## src/rtl/seq_scan_pkg.sv

```systemverilog
`default_nettype none
// ============================================================================
// Module   : seq_scan_pkg
// Purpose  : Shared state encodings and the target bit pattern for the scanner.
// Revision : 1.0 - initial release
// ============================================================================
package seq_scan_pkg;

    typedef enum logic [1:0] {
        ST_IDLE  = 2'd0,
        ST_SHIFT = 2'd1,
        ST_DONE  = 2'd2
    } scan_state_t;

    // Each state names the longest pattern prefix seen so far.
    typedef enum logic [1:0] {
        DS_START = 2'd0,
        DS_1     = 2'd1,
        DS_11    = 2'd2,
        DS_110   = 2'd3
    } det_state_t;

    localparam logic [3:0] PATTERN = 4'b1101;

endpackage
`default_nettype wire

```

## src/rtl/seq_detect_core.sv

```systemverilog
`default_nettype none
// ============================================================================
// Module   : seq_detect_core
// Purpose  : Gated Mealy detector for the overlapping serial pattern 1101.
// Revision : 1.0 - initial release
// ============================================================================
module seq_detect_core
    import seq_scan_pkg::*;
(
    input  logic clk,
    input  logic rst,
    input  logic en,
    input  logic clr,
    input  logic din,
    output logic y
);

    det_state_t r_state;

    assign y = en && (r_state == DS_110) && (din == PATTERN[0]);

    always_ff @(posedge clk) begin
        if (rst || clr) begin
            r_state <= DS_START;
        end else if (en) begin
            case (r_state)
                DS_START: r_state <= (din == PATTERN[3]) ? DS_1   : DS_START;
                DS_1:     r_state <= (din == PATTERN[2]) ? DS_11  : DS_START;
                DS_11:    r_state <= (din == PATTERN[1]) ? DS_110 : DS_11;
                // A completed match leaves a trailing 1 as the next prefix.
                DS_110:   r_state <= (din == PATTERN[0]) ? DS_1   : DS_START;
                default:  r_state <= DS_START;
            endcase
        end
    end

endmodule
`default_nettype wire

```

## src/rtl/seq_scan_ctrl.sv

```systemverilog
`default_nettype none
// ============================================================================
// Module   : seq_scan_ctrl
// Purpose  : Serializes handshaked words into the 1101 detector, counts frames.
// Revision : 1.0 - initial release
// ============================================================================
module seq_scan_ctrl
    import seq_scan_pkg::*;
#(
    parameter int WORD_W = 16,
    parameter int CNT_W  = 8
) (
    input  logic              clk,
    input  logic              rst,
    input  logic              in_valid,
    output logic              in_ready,
    input  logic [WORD_W-1:0] in_data,
    input  logic              in_last,
    output logic              busy,
    output logic              match_pulse,
    output logic [CNT_W-1:0]  match_cnt,
    output logic              cnt_sat,
    output logic              done,
    output logic [CNT_W-1:0]  done_cnt
);

    localparam int              IDX_W     = $clog2(WORD_W);
    localparam logic [CNT_W-1:0] c_CNT_MAX = '1;

    scan_state_t        r_state;
    logic [WORD_W-1:0]  r_shift;
    logic [IDX_W-1:0]   r_bit_idx;
    logic               r_last;
    logic               r_match_pulse;
    logic               r_cnt_sat;
    logic               r_done;
    logic [CNT_W-1:0]   r_match_cnt;
    logic [CNT_W-1:0]   r_done_cnt;

    logic               w_en;
    logic               w_clr;
    logic               w_y;
    logic               w_last_bit;
    logic               w_accept;
    logic [CNT_W-1:0]   w_cnt_next;
    logic               w_sat_next;

    assign w_en       = (r_state == ST_SHIFT);
    assign w_clr      = (r_state == ST_DONE);
    assign w_last_bit = (r_bit_idx == '0);
    assign in_ready   = (r_state == ST_IDLE) || (w_en && w_last_bit && !r_last);
    assign w_accept   = in_valid && in_ready;

    seq_detect_core u_core (
        .clk (clk),
        .rst (rst),
        .en  (w_en),
        .clr (w_clr),
        .din (r_shift[WORD_W-1]),
        .y   (w_y)
    );

    // Next count is shared by the running counter and the frame snapshot,
    // so a match on the final bit is included in done_cnt.
    always_comb begin
        w_cnt_next = r_match_cnt;
        w_sat_next = r_cnt_sat;
        if (w_y) begin
            if (r_match_cnt == c_CNT_MAX) begin
                w_sat_next = 1'b1;
            end else begin
                w_cnt_next = r_match_cnt + 1'b1;
            end
        end
    end

    always_ff @(posedge clk) begin
        if (rst) begin
            r_state       <= ST_IDLE;
            r_shift       <= '0;
            r_bit_idx     <= '0;
            r_last        <= 1'b0;
            r_match_pulse <= 1'b0;
            r_cnt_sat     <= 1'b0;
            r_done        <= 1'b0;
            r_match_cnt   <= '0;
            r_done_cnt    <= '0;
        end else begin
            r_match_pulse <= w_y;
            r_done        <= 1'b0;
            r_match_cnt   <= w_cnt_next;
            r_cnt_sat     <= w_sat_next;
            case (r_state)
                ST_IDLE: begin
                    if (w_accept) begin
                        r_shift   <= in_data;
                        r_last    <= in_last;
                        r_bit_idx <= IDX_W'(WORD_W - 1);
                        r_state   <= ST_SHIFT;
                    end
                end
                ST_SHIFT: begin
                    if (!w_last_bit) begin
                        r_shift   <= {r_shift[WORD_W-2:0], 1'b0};
                        r_bit_idx <= r_bit_idx - 1'b1;
                    end else if (w_accept) begin
                        r_shift   <= in_data;
                        r_last    <= in_last;
                        r_bit_idx <= IDX_W'(WORD_W - 1);
                    end else if (r_last) begin
                        r_done     <= 1'b1;
                        r_done_cnt <= w_cnt_next;
                        r_state    <= ST_DONE;
                    end else begin
                        r_state <= ST_IDLE;
                    end
                end
                ST_DONE: begin
                    r_match_cnt <= '0;
                    r_cnt_sat   <= 1'b0;
                    r_state     <= ST_IDLE;
                end
                default: r_state <= ST_IDLE;
            endcase
        end
    end

    assign busy        = (r_state != ST_IDLE);
    assign match_pulse = r_match_pulse;
    assign match_cnt   = r_match_cnt;
    assign cnt_sat     = r_cnt_sat;
    assign done        = r_done;
    assign done_cnt    = r_done_cnt;

endmodule
`default_nettype wire

```

## config.mk

```make
export PLATFORM = sky130hd
export DESIGN_NAME = seq_scan_ctrl
export DESIGN_NICKNAME = d
export VERILOG_FILES = /design/src/rtl/seq_scan_pkg.sv /design/src/rtl/seq_detect_core.sv /design/src/rtl/seq_scan_ctrl.sv
export SDC_FILE = /design/constraint.sdc
export NUM_CORES = 1
export LEC_CHECK = 0
export CORE_MARGIN = 4
export CORE_UTILIZATION = 55
export CTS_CLUSTER_DIAMETER = 120
export DETAILED_ROUTE_END_ITERATION = 6
export DONT_BUFFER_PORTS = 1
export GPL_TIMING_DRIVEN = 0
export PLACE_DENSITY_LB_ADDON = 0.1
export SLEW_MARGIN = 10
export SYNTH_ARGS = -nofsm -noshare
export SYNTH_HDL_FRONTEND = slang
export SYNTH_SLANG_ARGS = --single-unit
```

## constraint.sdc

```tcl
create_clock -name clk -period 3.8 [get_ports clk]
set_clock_uncertainty 0.2 [all_clocks]
set_input_delay 0.38 -clock clk [delete_from_list [all_inputs] [get_ports clk]]
set_output_delay 0.38 -clock clk [all_outputs]
set_load 0.05 [all_outputs]
```

Word-level counts from Yosys, hierarchy flattened
Cells that the tools add are included.
{"block": "word_totals", "regBits": 44, "input_bits": 20, "output_inout_bits": 21}
{"block": "op_classes", "add_sub_neg": 2, "eq_ne": 9, "n_mux": 21, "bitwise": 3, "reduce_logical": 20}
{"cell": "$mux 16", "count": 2}
{"cell": "$pmux 16 s2", "count": 1}
{"cell": "$mux 8", "count": 2}
{"cell": "$mux 2", "count": 5}
{"cell": "$add 8x1->8 const B", "count": 1}
{"cell": "$eq 8x8->1 const B", "count": 1}
{"cell": "$mux 4", "count": 2}
{"cell": "$pmux 4 s2", "count": 1}
{"cell": "$eq 2x2->1 const B", "count": 3}
{"cell": "$ne 2x2->1 const B", "count": 3}
{"cell": "$pmux 2 s3", "count": 1}
{"cell": "$logic_and 1x1->1", "count": 5}
{"cell": "$mux 1", "count": 5}
{"cell": "$eq 2x1->1 const B", "count": 2}
{"cell": "$logic_not 2->1", "count": 2}
{"cell": "$logic_not 4->1", "count": 1}
{"cell": "$pmux 2 s2", "count": 1}
{"cell": "$reduce_and 2->1", "count": 2}
{"cell": "$reduce_and 4->1", "count": 1}
{"cell": "$reduce_bool 2->1", "count": 2}
{"cell": "$reduce_or 2->1", "count": 2}
{"cell": "$reduce_or 4->1", "count": 1}
{"cell": "$sub 4x1->4 const B", "count": 1}
{"cell": "$not 1->1", "count": 3}
{"cell": "other kinds (4)", "count": 5}

Logic depth before layout (Yosys ltp)
{"block": "logic_depth", "word_depth": 8, "depth_mapped": 8, "mapped_depth_nobuf": 6}

Modules after synthesis
Synthesis repeated with hierarchy kept, for this count alone.
{"block": "hier_totals", "cells_unflattened": 198, "hier_area_um2": 1943.1}
{"module": "seq_scan_ctrl", "n_inst": 1, "cells_each": 184, "area_per_inst_um2": 1793.0, "seq_area_each_um2": 840.8}
{"module": "seq_detect_core", "n_inst": 1, "cells_each": 14, "area_per_inst_um2": 150.1, "seq_area_each_um2": 40.0}

Worst setup path before layout
Ideal clock, no wire load.
{"block": "synth_timing", "path_type": "register to output", "from": "register r_bit_idx[0]", "to": "output in_ready", "t_arrival_ns": 1.834, "t_required_ns": 3.220, "path_slack_ns": 1.386, "path_stages_with_launch": 5, "path_buffers": 0, "cell_sequence": "dfxtp_1 inv_1 ha_1 or4b_4 a21oi_1"}
{"block": "synth_between", "elab_chain_cells": 4}
{"item": "start, declared", "line_no": "seq_scan_ctrl.sv:32", "text": "logic [IDX_W-1:0] r_bit_idx;"}
{"item": "start signal, assigned", "line_no": "seq_scan_ctrl.sv:98", "text": "r_bit_idx <= IDX_W'(WORD_W - 1);"}
{"item": "start signal, assigned", "line_no": "seq_scan_ctrl.sv:105", "text": "r_bit_idx <= r_bit_idx - 1'b1;"}
{"item": "start signal, assigned", "line_no": "seq_scan_ctrl.sv:109", "text": "r_bit_idx <= IDX_W'(WORD_W - 1);"}
{"item": "$logic_not 4->1", "line_no": "seq_scan_ctrl.sv:50", "text": "assign w_last_bit = (r_bit_idx == '0);"}
{"item": "$logic_and 1x1->1 (2 in a row)", "line_no": "seq_scan_ctrl.sv:51", "text": "assign in_ready = (r_state == ST_IDLE) || (w_en && w_last_bit && !r_last);"}
{"item": "$logic_or 1x1->1", "line_no": "seq_scan_ctrl.sv:51"}
{"item": "end, declared", "line_no": "seq_scan_ctrl.sv:16", "text": "output logic in_ready,"}
Every way passes these cells.

Worst setup path in the final report
Same ends and word-level chain as after synthesis.

==> flow_metrics.tcl <==
set metrics [dict create \
    cts_buffers 5 \
    slew_headroom_pct 30.6 \
    ys_seq_elements 44 \
    nNetsFinal 270 \
    routed_via_density 5.77 \
    power.share.combinational_pct 14.6 \
    fmax_ghz 0.350 \
    place_area_um2 2070 \
    die_x_um 68.5 \
    areaGrowthSynthToFinish_pct 7.33 \
    cp_top_family "compound AO/OA/AOI/OAI gates" \
    drive_gt1_share_pct 9.80 \
    top_layer "met4" \
    synthDistinctLibCells 43 \
    cts_root_buf "clkbuf_8" \
    stdcell_area_um2 2160 \
    cts.sinks 44 \
    rows 21 \
    finalMaxSlewViolations 0 \
    p_sw_uw 260 \
    path_class "reg2out" \
    p_leak_uw 0.000840 \
    endpoint_kind "output port" \
    irDropWorstVdd_uv 263 \
    synth_top_area_share_pct 43.7 \
    cpMaxStageDelayCell "a21oi_1" \
    grt-ovfl-total 0 \
    ys_top_cells_by_count "dfxtp_1, nand2_1, nand3_1, nor2_1, a31oi_1" \
    start_util_pct 58.5 \
    dp_hpwl_mm 3.16 \
    synth_nets 263 \
    dr_wl_met3_um 256 \
    worstMarginPinSlew_ns 1.04 \
    port_buffers 0 \
    async_flop_share_pct 0 \
    rsz0062_at_grt "no" \
    num_vias 1679 \
    grt_pass1_wl_mm 7.10 \
    period_needed_ns 2.86 \
    synth.most_common_cell "dfxtp_1" \
    power.internal_uw 687 \
    antenna_found_initial 0 \
    postCtsHoldBufs 0 \
    clkTransAtPathRegs_ns 0.07 \
    hp-class "in2reg" \
    crit_buf_inv 1 \
    gr-usage-all-layers_pct 20.5 \
    grt_max_degree 13 \
    wl_per_cell_um 15.0 \
    syn_inst 237 \
    first_pass_iters 4 \
    clk_latency_ns 0.30 \
    wl_met1_mm 2.00 \
    route.detailed.drc 0 \
    cap_violations 0 \
    dieArea_um2 4690 \
    setup_tns_ns 0 \
    period_share_pct 75.2 \
    hold_viol 0 \
    power_density_nw_per_um2 438 \
    drtIter0Drc 85 \
    status "finished, final reports clean" \
    synthFlopType "dfxtp_1" \
    wl_mm 4.37 \
    setup_violations 0 \
    worstPathMaxFanout 5 \
    syn_avg_cell_area_um2 8.50 \
    path_cells "inv_1, ha_1, or4b_4, a21oi_1" \
    yosysTopAreaCell "dfxtp_1" \
    power_frac_seq_pct 53.7 \
    worstPathArrival_ns 2.28 \
    clk_path_buf_depth 2 \
    netlist_area_um2 2010 \
    wl_met2_mm 2.06 \
    grt_pass1_vias 1516 \
    synth_area_leaders "dfxtp_1, nand2_1, a31oi_1" \
    post_cts_buffers 0 \
    io_pins 41 \
    yosys_warnings 0 \
    clock_power_share_pct 31.7 \
    fill_cells 327 \
    cpPeakStageDelay_ns 0.84 \
    crit_required_ns 3.22 \
    htree_levels 2 \
    place_congestion 0.836 \
    tritoncts "built" \
    ys_seq_area_share_pct 43.7 \
    p_sw_share_pct 27.5 \
    ant_nets 0 \
    synth_edf_count 0 \
    startpoint_type "flop" \
    ctsResizeCount 0 \
    core_area_um2 3440 \
    die_y_um 68.5 \
    antennaDiodeCount 0 \
]
[state kept, by name, indices dropped and copies added (netlist names)]
signal,count
cnt_sat,1
done,1
done_cnt,8
match_cnt,8
match_pulse,1
r_bit_idx,4
r_last,1
r_shift,16
r_state,2
u_core.r_state,2
[layout by cell type (no fill, tap or decap), drive strengths merged, types with 2 or more instances in the layout]
cell type	netlist	final
nand3b	4	4
mux2i	5	5
and3	4	4
a211oi	7	7
inv	8	8
o211ai	4	4
buf	9	9
nand4	2	2
o21ai	6	6
a21o	3	3
nor3	5	5
nand2	42	42
clkbuf	5	13
dfxtp	44	44
a21oi	9	9
a31oi	15	15
nor2	17	17
ha	6	6
nor2b	3	3
nand2b	2	2
or4b	2	2
nand3	18	18
o211a	2	2
[stage by stage]
step	util (%)	setup WS [ns]	hold slack, ns	power [uW]	cells
after floorplan	-	1.39	0.256	628	237
after global placement	60.2	1.29	0.265	654	283
after detailed placement	60.2	1.25	0.269	658	283
after CTS	62.8	0.924	0.0133	953	291
after global routing	62.8	0.832	0.0197	1000	291
final	62.8	0.942	0.0157	948	291
[area by class of cell]
cell class	count	area, um^2	share of cell area [%]
Buffer	14	72.6	3.36
Inverter	8	30.0	1.39
Tap cell	46	57.6	2.66
Multi-Input combinational cell	171	1030	47.7
Sequential cell	44	881	40.7
Clock buffer	8	90.1	4.17
[worst paths after layout]
| path | end | startpoint | slack [ns] | cells after the start |
|---|---|---|---|---|
| max | in_ready | r_bit_idx[0] | 0.94 | 4 |
| min | r_shift[0] | in_data[0] | 0.02 | 2 |
| max reg2reg | done_cnt[1] | match_cnt[0] | 1.43 | 5 |
| min reg2reg | r_shift[2] | r_shift[1] | 0.27 | 2 |
[power groups by stage]
stage	clock (uW)	sequential (uW)	combinational (uW)
2_1_floorplan	0	514	114
3_3_place_gp	0	519	136
3_5_place_dp	0	519	139
4_1_cts	305	508	140
5_1_grt	333	512	157
6_report	300	509	139
[cells by family after synthesis]
group                    share of synthesized area (%)
multiplexers                                      2.48
adder cells (fa/ha/maj)                           3.73
AO/OA/AOI/OAI                                     18.2
flip-flops                                        43.7
XOR/XNOR                                         0.870
AND/OR/NAND/NOR                                   25.9
buffers and inverters                             5.09
[per-layer routing]
layer | vias to the layer above | track usage [%]
met2 | 44 | 31.1
met1 | 775 | 27.7
met4 | 0 | 5.21
li1 | 853 | -
met3 | 7 | 7.13
met5 | - | 0
[worst reg2reg max path: cells and delay by family (launching register included)]
family	cells	cell delay (ns)
multiplexers	1	0.28
flip-flops	1	0.72
adder cells (fa/ha/maj)	1	0.32
AND/OR/NAND/NOR	1	0.21
AO/OA/AOI/OAI	2	0.50
No activity file was read; power rests on OpenSTA's default activity.
